### config.mk
export PLATFORM = sky130hd
export DESIGN_NAME = ram_array_2r1w
export DESIGN_NICKNAME = d
export VERILOG_FILES = /design/src/rtl/ram_array_2r1w_pkg.sv /design/src/rtl/ram_array_2r1w_clear_fsm.sv /design/src/rtl/ram_array_2r1w.sv
export SDC_FILE = /design/constraint.sdc
export NUM_CORES = 2
export LEC_CHECK = 0
export CORE_ASPECT_RATIO = 0.5
export CORE_UTILIZATION = 25
export CTS_CLUSTER_DIAMETER = 150
export DETAILED_ROUTE_END_ITERATION = 16
export PLACE_DENSITY_LB_ADDON = 0.2
export SYNTH_ARGS = -nofsm -noshare
export SYNTH_HDL_FRONTEND = slang
export SYNTH_SLANG_ARGS = --single-unit
export TNS_END_PERCENT = 30
### constraint.sdc
create_clock -name CLK -period 27 [get_ports CLK]
set_input_delay 5.4 -clock CLK [delete_from_list [all_inputs] [get_ports CLK]]
set_output_delay 5.4 -clock CLK [all_outputs]
set_load 0.02 [all_outputs]
### src/rtl/ram_array_2r1w_pkg.sv
// Shared constants, clear-engine state encoding and width helper for the
// two-read/one-write RAM array.
package ram_pkg;

    localparam int RDW_READ_FIRST  = 0;
    localparam int RDW_WRITE_FIRST = 1;

    typedef enum logic {
        IDLE  = 1'b0,
        CLEAR = 1'b1
    } clr_state_e;

    // Ceiling log2, never less than 1 so a one-word array still gets a counter bit.
    function automatic int clog2(input int value);
        int result;
        result = 1;
        for (int i = 1; i < 31; i++) begin
            if ((1 << i) < value) begin
                result = i + 1;
            end
        end
        return result;
    endfunction

endpackage

### src/rtl/ram_array_2r1w_clear_fsm.sv
// Clear engine: walks every word address once, asserting a write strobe,
// started by a CLR pulse or automatically on the first edge after reset.
module ram_clear_fsm
    import ram_pkg::*;
#(
    parameter int DEPTH = 256,
    parameter int CNT_W = clog2(DEPTH)
) (
    input  logic             CLK,
    input  logic             RST,
    input  logic             CLR,
    input  logic             START_AUTO,
    output logic             BUSY,
    output logic             CLR_WE,
    output logic [CNT_W-1:0] CLR_ADDR
);

    localparam logic [CNT_W-1:0] LAST_ADDR = CNT_W'(DEPTH - 1);

    clr_state_e       state_q, state_d;
    logic [CNT_W-1:0] cnt_q, cnt_d;
    logic             auto_q, auto_d;

    // auto_q is only high until the first edge after reset release.
    always_comb begin
        state_d = state_q;
        cnt_d   = cnt_q;
        auto_d  = 1'b0;
        case (state_q)
            IDLE: begin
                if (CLR || (START_AUTO && auto_q)) begin
                    state_d = CLEAR;
                    cnt_d   = '0;
                end
            end
            CLEAR: begin
                if (cnt_q == LAST_ADDR) begin
                    state_d = IDLE;
                    cnt_d   = '0;
                end else begin
                    cnt_d = cnt_q + 1'b1;
                end
            end
            default: begin
                state_d = IDLE;
                cnt_d   = '0;
            end
        endcase
    end

    always_ff @(posedge CLK or posedge RST) begin
        if (RST) begin
            state_q <= IDLE;
            cnt_q   <= '0;
            auto_q  <= 1'b1;
        end else begin
            state_q <= state_d;
            cnt_q   <= cnt_d;
            auto_q  <= auto_d;
        end
    end

    assign BUSY     = (state_q == CLEAR);
    assign CLR_WE   = (state_q == CLEAR);
    assign CLR_ADDR = cnt_q;

endmodule

### src/rtl/ram_array_2r1w.sv
// Parametrised RAM array with one write port, two synchronous read ports,
// optional output register, selectable read-during-write and a clear engine.
module ram_array_2r1w
    import ram_pkg::*;
#(
    parameter int                DATA_W       = 8,
    parameter int                ADDR_W       = 8,
    parameter int                DEPTH        = 256,
    parameter int                OUT_REG      = 0,
    parameter int                RDW_MODE     = 0,
    parameter int                CLR_ON_RESET = 1,
    parameter logic [DATA_W-1:0] CLR_VAL      = '0
) (
    input  logic              CLK,
    input  logic              RST,
    input  logic              CLR,
    output logic              BUSY,
    input  logic              WE,
    input  logic [ADDR_W-1:0] ADDR,
    input  logic [DATA_W-1:0] DATA_IN,
    input  logic              RE1,
    input  logic [ADDR_W-1:0] RADDR1,
    output logic [DATA_W-1:0] DATA_OUT1,
    output logic              VALID1,
    input  logic              RE2,
    input  logic [ADDR_W-1:0] RADDR2,
    output logic [DATA_W-1:0] DATA_OUT2,
    output logic              VALID2
);

    localparam int              IDX_W     = clog2(DEPTH);
    // One extra bit so DEPTH == 2**ADDR_W does not wrap to zero.
    localparam logic [ADDR_W:0] DEPTH_EXT = (ADDR_W + 1)'(DEPTH);

    logic              busy;
    logic              clr_we;
    logic [IDX_W-1:0]  clr_addr;
    logic              user_we;
    logic              mem_we;
    logic [IDX_W-1:0]  mem_waddr;
    logic [DATA_W-1:0] mem_wdata;
    logic [DATA_W-1:0] mem [DEPTH];

    logic              re_in    [2];
    logic [ADDR_W-1:0] raddr_in [2];
    logic [DATA_W-1:0] dout     [2];
    logic              vout     [2];

    ram_clear_fsm #(
        .DEPTH (DEPTH),
        .CNT_W (IDX_W)
    ) u_clear_fsm (
        .CLK        (CLK),
        .RST        (RST),
        .CLR        (CLR),
        .START_AUTO (CLR_ON_RESET != 0),
        .BUSY       (busy),
        .CLR_WE     (clr_we),
        .CLR_ADDR   (clr_addr)
    );

    // A clear request in the same cycle pre-empts any user write.
    always_comb begin
        user_we   = WE && !busy && !CLR && ({1'b0, ADDR} < DEPTH_EXT);
        mem_we    = clr_we || user_we;
        mem_waddr = clr_we ? clr_addr : ADDR[IDX_W-1:0];
        mem_wdata = clr_we ? CLR_VAL : DATA_IN;
    end

    always_ff @(posedge CLK) begin
        if (mem_we) begin
            mem[mem_waddr] <= mem_wdata;
        end
    end

    assign re_in[0]    = RE1;
    assign re_in[1]    = RE2;
    assign raddr_in[0] = RADDR1;
    assign raddr_in[1] = RADDR2;

    for (genvar p = 0; p < 2; p++) begin : g_port
        logic              rd_en;
        logic              in_range;
        logic              bypass;
        logic [DATA_W-1:0] s1_data_d, s1_data_q;
        logic              s1_valid_d, s1_valid_q;

        always_comb begin
            rd_en      = re_in[p] && !busy;
            in_range   = ({1'b0, raddr_in[p]} < DEPTH_EXT);
            bypass     = (RDW_MODE == RDW_WRITE_FIRST) && user_we && (ADDR == raddr_in[p]);
            s1_valid_d = rd_en;
            s1_data_d  = s1_data_q;
            if (rd_en) begin
                if (!in_range) begin
                    s1_data_d = '0;
                end else if (bypass) begin
                    s1_data_d = DATA_IN;
                end else begin
                    s1_data_d = mem[raddr_in[p][IDX_W-1:0]];
                end
            end
        end

        always_ff @(posedge CLK or posedge RST) begin
            if (RST) begin
                s1_data_q  <= '0;
                s1_valid_q <= 1'b0;
            end else begin
                s1_data_q  <= s1_data_d;
                s1_valid_q <= s1_valid_d;
            end
        end

        if (OUT_REG != 0) begin : g_out_reg
            logic [DATA_W-1:0] s2_data_d, s2_data_q;
            logic              s2_valid_q;

            always_comb begin
                s2_data_d = s1_valid_q ? s1_data_q : s2_data_q;
            end

            always_ff @(posedge CLK or posedge RST) begin
                if (RST) begin
                    s2_data_q  <= '0;
                    s2_valid_q <= 1'b0;
                end else begin
                    s2_data_q  <= s2_data_d;
                    s2_valid_q <= s1_valid_q;
                end
            end

            assign dout[p] = s2_data_q;
            assign vout[p] = s2_valid_q;
        end else begin : g_no_out_reg
            assign dout[p] = s1_data_q;
            assign vout[p] = s1_valid_q;
        end
    end

    assign BUSY      = busy;
    assign DATA_OUT1 = dout[0];
    assign VALID1    = vout[0];
    assign DATA_OUT2 = dout[1];
    assign VALID2    = vout[1];

endmodule

; ---- Yosys cells after proc, flatten, opt, wreduce, memory -nomap -nowiden
; Memory sizes are Yosys's and may differ from the RTL's. A register that Yosys moved wholly into a read port is not among the register bits.
; Cells that the tools add are included.
[word_totals]
wordCells = 28
ramBits = 2048
latch_bits = 0
mem_bits_ro = 0
in_bits = 38
out_inout_bits = 19
reg_bits = 12
n_memories = 1
[op_classes]
n_div = 0
n_lt_le_gt_ge = 0
n_eq_ne = 2
n_reduce_logical = 8
mux = 10
n_shift = 0
n_bitwise = 1
n_addsub = 1
mul = 0
[memory_table]
columns = memory, depth, width, read_ports, rd_ports_with_merged_regs, wr, line_no
row1 = mem, 256, 8, 2, 2, 1, ram_array_2r1w.sv:42  ; logic [DATA_W-1:0] mem [DEPTH];
[op_table]
columns = op, count
row1 = 8-bit two-way mux, 4
row2 = 8-bit case mux with 2 select lines, 1
row3 = 8-bit by 1-bit adder with 8-bit output (second input constant), 1
row4 = 8-bit equality test (second input constant), 1
row5 = 1-bit logical AND, 4
row6 = 1-bit two-way mux, 4
row7 = 1-bit logical NOT, 2
row8 = 1-bit logical OR, 2
row9 = 2-bit by 1-bit inequality test with 1-bit output (second input constant), 1
row10 = 1-bit case mux with 2 select lines, 1
row11 = 1-bit inverter, 1

; ---- Logic depth before layout (Yosys ltp)
[depth]
depth_word = 6
depth_mapped = 13
ltp_nobuf = 8

; ---- Hierarchy
; From an unflattened synthesis, not the netlist that was laid out.
[hier_totals]
hier_cells = 5497
hier_area_um2 = 98135.4
[by_module_without_submodules]
columns = module, instances, area_each_um2, cells_each, seq_area_each_um2
row1 = ram_array_2r1w, 1, 97623.6, 5444, 61949.4
row2 = ram_clear_fsm, 1, 511.7, 53, 251.5

; ---- Worst setup path after synthesis
; Ideal clock, no wire load.
[synth_timing]
path_type = input port to flip-flop
start = input port DATA_IN[0]
end = memory mem[0][0] (data pin)
path_slack_ns = 14.009
required_ns = 25.553
setup_ns = 1.447
path_stages = 1
arrival_ns = 11.545
path_buffers = 0
path_cell_list = nor2b_1
[synth_between]
elab_chain_cells = 1
[synth_rtl]
columns = item, line_no
row1 = from (decl), ram_array_2r1w.sv:20  ; input logic [DATA_W-1:0] DATA_IN,
row2 = 8-bit two-way mux, ram_array_2r1w.sv:67  ; mem_wdata = clr_we ? CLR_VAL : DATA_IN;
row3 = to (decl), ram_array_2r1w.sv:42
; No other way between the ends.

==> impl_metrics.py <==
metrics = {
    "power": {
        "switchingPower_mw": 1.98,
        "p_sw_share_pct": 26.3,
        "p_int_mw": 5.54,
        "vdd_ir_drop_max_mv": 0.0494,
        "finalPower_mw": 7.52,
        "power_density_nw_per_um2": 67.4,
        "leakagePower_nw": 35.3,
        "power_frac_seq_pct": 48.1,
        "p_clk_share_pct": 40.9,
        "pwr-share-comb_pct": 10.9,
    },
    "worst_setup_path": {
        "slowest_stage": "buf_4",
        "worstPathCellList": "buf_8, buf_4, buf_4, buf_4, buf_4, mux4_2, o22ai_1, o21ai_0, a21oi_1, nor3_1, buf_4, a221o_1",
        "crit_family": "buffers and inverters",
        "crit_arrival_ps": 10850,
        "cp_max_fo": 50,
        "cp-start-kind": "input pin",
        "cp-end-kind": "flop",
        "crit_type": "input pin to flop",
        "worstPathRequired_ps": 27800,
        "cp.buffers_inverters": 6,
        "crit_path_max_incr_delay_ps": 750,
        "critPathMostFrequentCell": "buf_4",
    },
    "sta": {
        "fin_hold_ws_ps": 540,
        "fin_crit_ps": 10040,
        "tightest_slew_ps": 1530,
        "setup_viol": 0,
        "setup_tns_ps": 0,
        "hold_violations": 0,
        "rsz0062_at_grt": "no",
        "drv_slew": 2,
        "fin_worst_skew_ps": 62.4,
        "fmax_mhz": 99.6,
        "period_share_pct": 37.2,
        "slew_headroom_pct": -3.19,
    },
    "clock_network": {
        "cts-buffers-inserted": 226,
        "cts_hold_buf": 0,
        "clkLatencyLatePin_ps": 920,
        "cts_resized": 0,
        "cts_tree": "yes",
        "cts_setup_buffers": 0,
        "htreeDepth": 4,
        "clk_pin_slew_worst_paths_ps": 60,
        "cts_root_buffer": "clkbuf_16",
        "clock_sinks": 2076,
        "cts.path.max_buffers": 4,
    },
    "cells_and_area": {
        "fin_nets": 5717,
        "syn2layout_area_growth_pct": 14.1,
        "design_area_um2": 112000,
        "final_cell_mix": "edfxtp_1, mux4_2, mux2i_1",
        "drive_above_1_share_pct": 23.5,
        "mostFrequentLayoutCell": "edfxtp_1",
    },
    "hold_path": {
        "hold_path_class": "flop to flop",
    },
    "grt": {
        "antenna_found_initial": 41,
        "grt_use_total_pct": 19.9,
        "grt_start_max_net_pins": 180,
        "grt_pass1_vias": 59000,
        "grt_pass1_wl_um": 539000,
        "gr-total-overflow": 0,
    },
    "yosys": {
        "synth_seq_cells": 2076,
        "muxShareOfSynthArea_pct": 23.6,
        "synth_top_family_by_area": "multiplexers",
        "netlist_area_um2": 97800,
        "ys_dominant_reg_cell": "edfxtp_1",
        "synth_edf_count": 2048,
        "yosys.area_share.xor_xnor_pct": 0.0269,
        "synthAdderAreaFrac_pct": 0.0128,
        "yosysUniqueCellTypes": 76,
        "yosys.area_share.simple_pct": 3.40,
        "avgSynthCellArea_um2": 17.6,
        "synthArstFlopShare_pct": 1.35,
        "synthCells": 5574,
        "yosysWarningCount": 0,
        "synth_compound_area_share_pct": 6.40,
        "synth_nets": 5613,
        "synth_seq_area_share_pct": 63.6,
    },
    "place": {
        "place_hpwl_um": 265000,
        "place_area_um2": 105000,
        "gp_congestion": 0.862,
        "port_buffers": 56,
    },
    "die": {
        "start_util_pct": 25.1,
        "die_w_um": 887,
        "io_pins": 57,
        "rows": 162,
        "core_area_um2": 390000,
        "die_y_um": 444,
        "design.die.area_um2": 394000,
    },
    "drt": {
        "viasPerCell": 5.43,
        "drtAntennaViolNets": 0,
        "drt-initial-drc-count": 7955,
        "routedWlPerCell_um": 36.4,
        "drc": 0,
        "dr.pass1.iters": 7,
        "vias": 60400,
        "wl_um": 405000,
    },
    "flow_run": {
        "maxCapViolCount": 1,
    },
    "status": {
        "violations": "capacitance limit, slew limit",
        "outcome": "complete, but fails checks",
    },
}
## final cells by class
cell class,instances,area (um2)
inverters,18,72.6
fillers,38800,278000
well taps,5248,6570
repair buffers,315,2720
clock buffers,288,5970
diodes,10,25.0
flip-flops and latches,2076,62200
multi-input cells,3041,33000
clock inverters,123,1030
## sequential cells by signal (all words and copies together), names as in the netlist
register,flops
VALID2,1
u_clear_fsm.CLR_ADDR,8
VALID1,1
DATA_OUT1,8
u_clear_fsm.BUSY,1
u_clear_fsm.auto_q,1
DATA_OUT2,8
mem,2048
## synth_stat cells, types with 6 or more instances
library cell	number	area share, %
mux2i_1	619	6.3
nor2_1	334	1.3
a211oi_1	84	0.64
dfrtp_1	27	0.69
o22ai_1	242	1.5
buf_6	69	0.79
nor2b_1	16	0.10
a211o_1	17	0.15
o221ai_1	99	0.89
mux4_1	17	0.46
buf_2	113	0.58
inv_1	15	0.058
buf_1	19	0.073
a221oi_1	6	0.054
or3b_2	7	0.063
and2_1	7	0.045
nand2b_1	10	0.064
nor4_1	28	0.18
o21ai_0	69	0.35
or3_1	12	0.077
a31oi_1	22	0.14
o211ai_1	13	0.10
buf_4	58	0.45
edfxtp_1	2048	63
o32ai_1	8	0.072
buf_12	12	0.25
a21oi_1	124	0.63
a2111oi_0	19	0.17
nand3b_1	9	0.069
buf_8	15	0.23
clkbuf_1	153	0.59
nor3_1	48	0.25
a22oi_1	132	1.0
a22o_1	20	0.18
mux4_2	727	17
o2111ai_1	6	0.054
nand2_1	208	0.80
nand3_1	61	0.31
o21ai_1	7	0.036
and3_1	7	0.045
## final timing paths
kind | from | to | slack, ps | cells past startpoint
setup / recovery | RADDR2[0] | DATA_OUT2[7] | 16960 | 12
hold / removal | u_clear_fsm.auto_q | u_clear_fsm.BUSY | 540 | 2
setup reg to reg | u_clear_fsm.BUSY | mem[25][7] | 21220 | 5
hold reg to reg | u_clear_fsm.auto_q | u_clear_fsm.BUSY | 540 | 2
max in group asynchronous | RST | u_clear_fsm.BUSY | 21370 | 3
min in group asynchronous | RST | VALID2 | 4970 | 3
## routing by layer
layer | GRT usage (%) | routed length (um) | vias to the layer above
met5 | 0.485 | 432 | -
met4 | 5.66 | 12800 | 22
met3 | 5.54 | 37800 | 533
met2 | 29.8 | 176000 | 2835
met1 | 28.1 | 177000 | 33200
li1 | - | - | 23800
## logic make-up (layout without fill, tap and decap cells)
logic type               after synthesis  in the layout
flip-flops                          2076           2076
buffers and inverters                457            744
XOR/XNOR                               3              3
adder cells (fa/ha/maj)                1              1
other                                  1             11
multiplexers                        1366           1366
AO/OA/AOI/OAI                        906            906
AND/OR/NAND/NOR                      764            764
## power groups by stage
stage          combinational, mW  clock (mW)  sequential (mW)
2_1_floorplan              0.427           0             3.68
3_3_place_gp               0.812           0             3.69
3_5_place_dp               0.810           0             3.69
4_1_cts                    0.812        3.12             3.62
5_1_grt                    0.839        3.22             3.62
6_report                   0.823        3.08             3.62
## per-stage QoR
| step | cells | setup WS, ps | util, % |
|---|---|---|---|
| 2_1_floorplan | 5574 | 14010 | - |
| 3_3_place_gp | 10700 | 15800 | 26.8 |
| 5_1_grt | 11100 | 16620 | 28.6 |
| 6_report | 11100 | 16960 | 28.7 |
| 3_5_place_dp | 10700 | 16020 | 26.8 |
| 4_1_cts | 11100 | 17000 | 28.6 |
## worst reg2reg max path, stage by stage, from the launching register on
cell and delay, ps:
dfrtp_2 330, buf_4 520, clkinv_1 700, o32ai_1 1190
nand3_2 1340, nor2_1 1310
(Power assumes the default switching activity.)
==> RTL change: new RTL, config.mk and constraints unchanged <==
The parameter `DATA_W` goes from 8 to 9.
--- a/src/rtl/ram_array_2r1w.sv
+++ b/src/rtl/ram_array_2r1w.sv
@@ -3,7 +3,7 @@
 module ram_array_2r1w
     import ram_pkg::*;
 #(
-    parameter int                DATA_W       = 8,
+    parameter int                DATA_W       = 9,
     parameter int                ADDR_W       = 8,
     parameter int                DEPTH        = 256,
     parameter int                OUT_REG      = 0,
Interface: changed (resized DATA_IN, DATA_OUT1 and DATA_OUT2); port bits go from 57 to 60. The function was not compared with the original's and may differ.
==> RTL change against the original RTL <==
Die area rose by 13%; wire length rose by 16%; synthesized area rose by 13%; final area rose by 14%; clock power rose by 13%; total power rose by 13%; synthesized cell count rose by 14%; count of clock-buffer cells in the layout rose by 31; sequential cell count rose by 258; clock skew rose by 0.0020 ns; register-to-register slack improved by 0.64 ns; setup slack got worse by 0.15 ns; critical path type unchanged; highest routed layer unchanged.
==> RTL change: results (changes against the original RTL) <==
slowest library cell on the worst path=a2111oi_0; vias in the first global route=68.24k (+16%); 1st-iter DRT viols=9,235 (+16%); sequential fraction of the synthesis area=63.13% (-0.44 points); Peak VDD IR=0.05079 mV (+2.9%); clock tree buffer depth=4 (unchanged); Placed Area=119,300 µm² (+14%); htree depth=4 (unchanged); largest net degree at the start of global routing=188 (+4.4%); max incr delay on CP=0.85 ns (+0.10 ns); Final #Nets=6,622 (+16%); cts repair resizes=0 (unchanged); routability cong.=0.8561 (-0.71%); DRT Pass-1 Iters=5 (-2); layout cells sized above 1=24.91% (+1.4 points); path depth of the worst reg2reg path=5 (unchanged); number of CTS-inserted buffers=249 (+10%); Syn Nets=6,377 (+14%); Place WS=15.82 ns (-0.1955 ns); Ys Warns=0 (unchanged); synth top area cells=edfxtp_1 62%, mux4_2 15%, mux2i_1 7.5%; Total Wirelength=469,500 µm (+16%); PortBufs=59 (+5.4%); initial antenna violation count=57 (+39%); met3 wire length=37,380 µm (-1.1%); Async S/R FF share, synth=1.285% (-0.063 points); slew margin rel.=8.964% (+12 points); Distinct cells, synth=88 (+16%); Clock Latency Late Sink=0.98 ns (+0.06 ns); Largest register FFs=2,304 (+13%); wire length on met2=212,900 µm (+21%); crit path DAT=11.01 ns (+0.16 ns); hpwl dp=306,700 µm (+16%); Post-synth EDFFs=2,304 (+13%); worst hold path depth=2 (unchanged); WL met1=200,600 µm (+13%); first-pass GRT wire length=625,600 µm (+16%); Max FO, Critical Path=72 (+44%); via density per instance=5.439 (+0.13%); top layer in use=met5; status=finished clean; Post-synth top cells=2,304 x edfxtp_1, 830 x mux2i_1, 717 x mux4_2; All-Layer GR Usage=20.40% (+0.52 points); leakage=41.19 nW (+17%)
RTL change: kinds of logic after synthesis:
logic type | share of synthesized area (%)
AOI/OAI and AO/OA | 6.529
adders and majority gates | 0.01129
other | 0.003385
xor gates and xnor gates | 0.01582
DFF | 63.13
buffers and inverters | 3.251
and+or+nand+nor | 3.236
muxes | 23.82
RTL change: power breakdown:
part | total [mW] | switching [mW] | internal, mW
Clock | 3.48 | 1.51 | 1.96
Sequential | 4.06 | 0.0466 | 4.02
Combinational | 0.947 | 0.666 | 0.281
Total | 8.49 | 2.23 | 6.26
RTL change: worst paths after layout:
| path | startpoint | to | slack (ns) |
|---|---|---|---|
| min | u_clear_fsm.auto_q$_DFF_PP1_ | u_clear_fsm.BUSY$_DFF_PP0_ | 0.55 |
| min in group asynchronous | RST | u_clear_fsm.CLR_ADDR[5]$_DFFE_PP0P_ | 4.94 |
| max | RADDR2[0] | DATA_OUT2[6]$_DFFE_PP0P_ | 16.80 |
| max in group asynchronous | RST | DATA_OUT2[8]$_DFFE_PP0P_ | 21.48 |
| min reg2reg | u_clear_fsm.auto_q$_DFF_PP1_ | u_clear_fsm.BUSY$_DFF_PP0_ | 0.55 |
| max reg2reg | u_clear_fsm.BUSY$_DFF_PP0_ | mem[253][4]$_DFFE_PP_ | 21.86 |
RTL change: through the flow:
step	std cells	power (mW)	hold slack, ns	utilization, %
floorplan	6337	4.608	0.5205	-
global placement	12240	5.079	0.5288	27.10
detailed placement	12250	5.079	0.5395	27.10
CTS	12700	8.530	0.5485	28.91
global route	12700	8.674	0.6047	28.91
finish	12720	8.487	0.5472	28.92
RTL change: layout make-up:
class | count | area, µm²
fill | 43640 | 312800
sequential | 2334 | 69940
multi-input combinational | 3482 | 37790
tap | 5916 | 7402
clock buffer | 319 | 6700
timing repair buffer | 495 | 4074
clock inverter | 135 | 1250
inverter | 20 | 85.08
antenna | 15 | 37.54
RTL change: worst min-delay path, stage by stage (launching register included):
cell and delay (ns):
dfstp_2 0.37, nor2_1 0.07, o21ai_0 0.07
RTL change: metal layers:
layer	vias to the layer above	track usage, %
met4	24	7.210
met2	3213	32.10
met3	693	3.789
li1	27320	-
met5	-	0
met1	37920	28.24
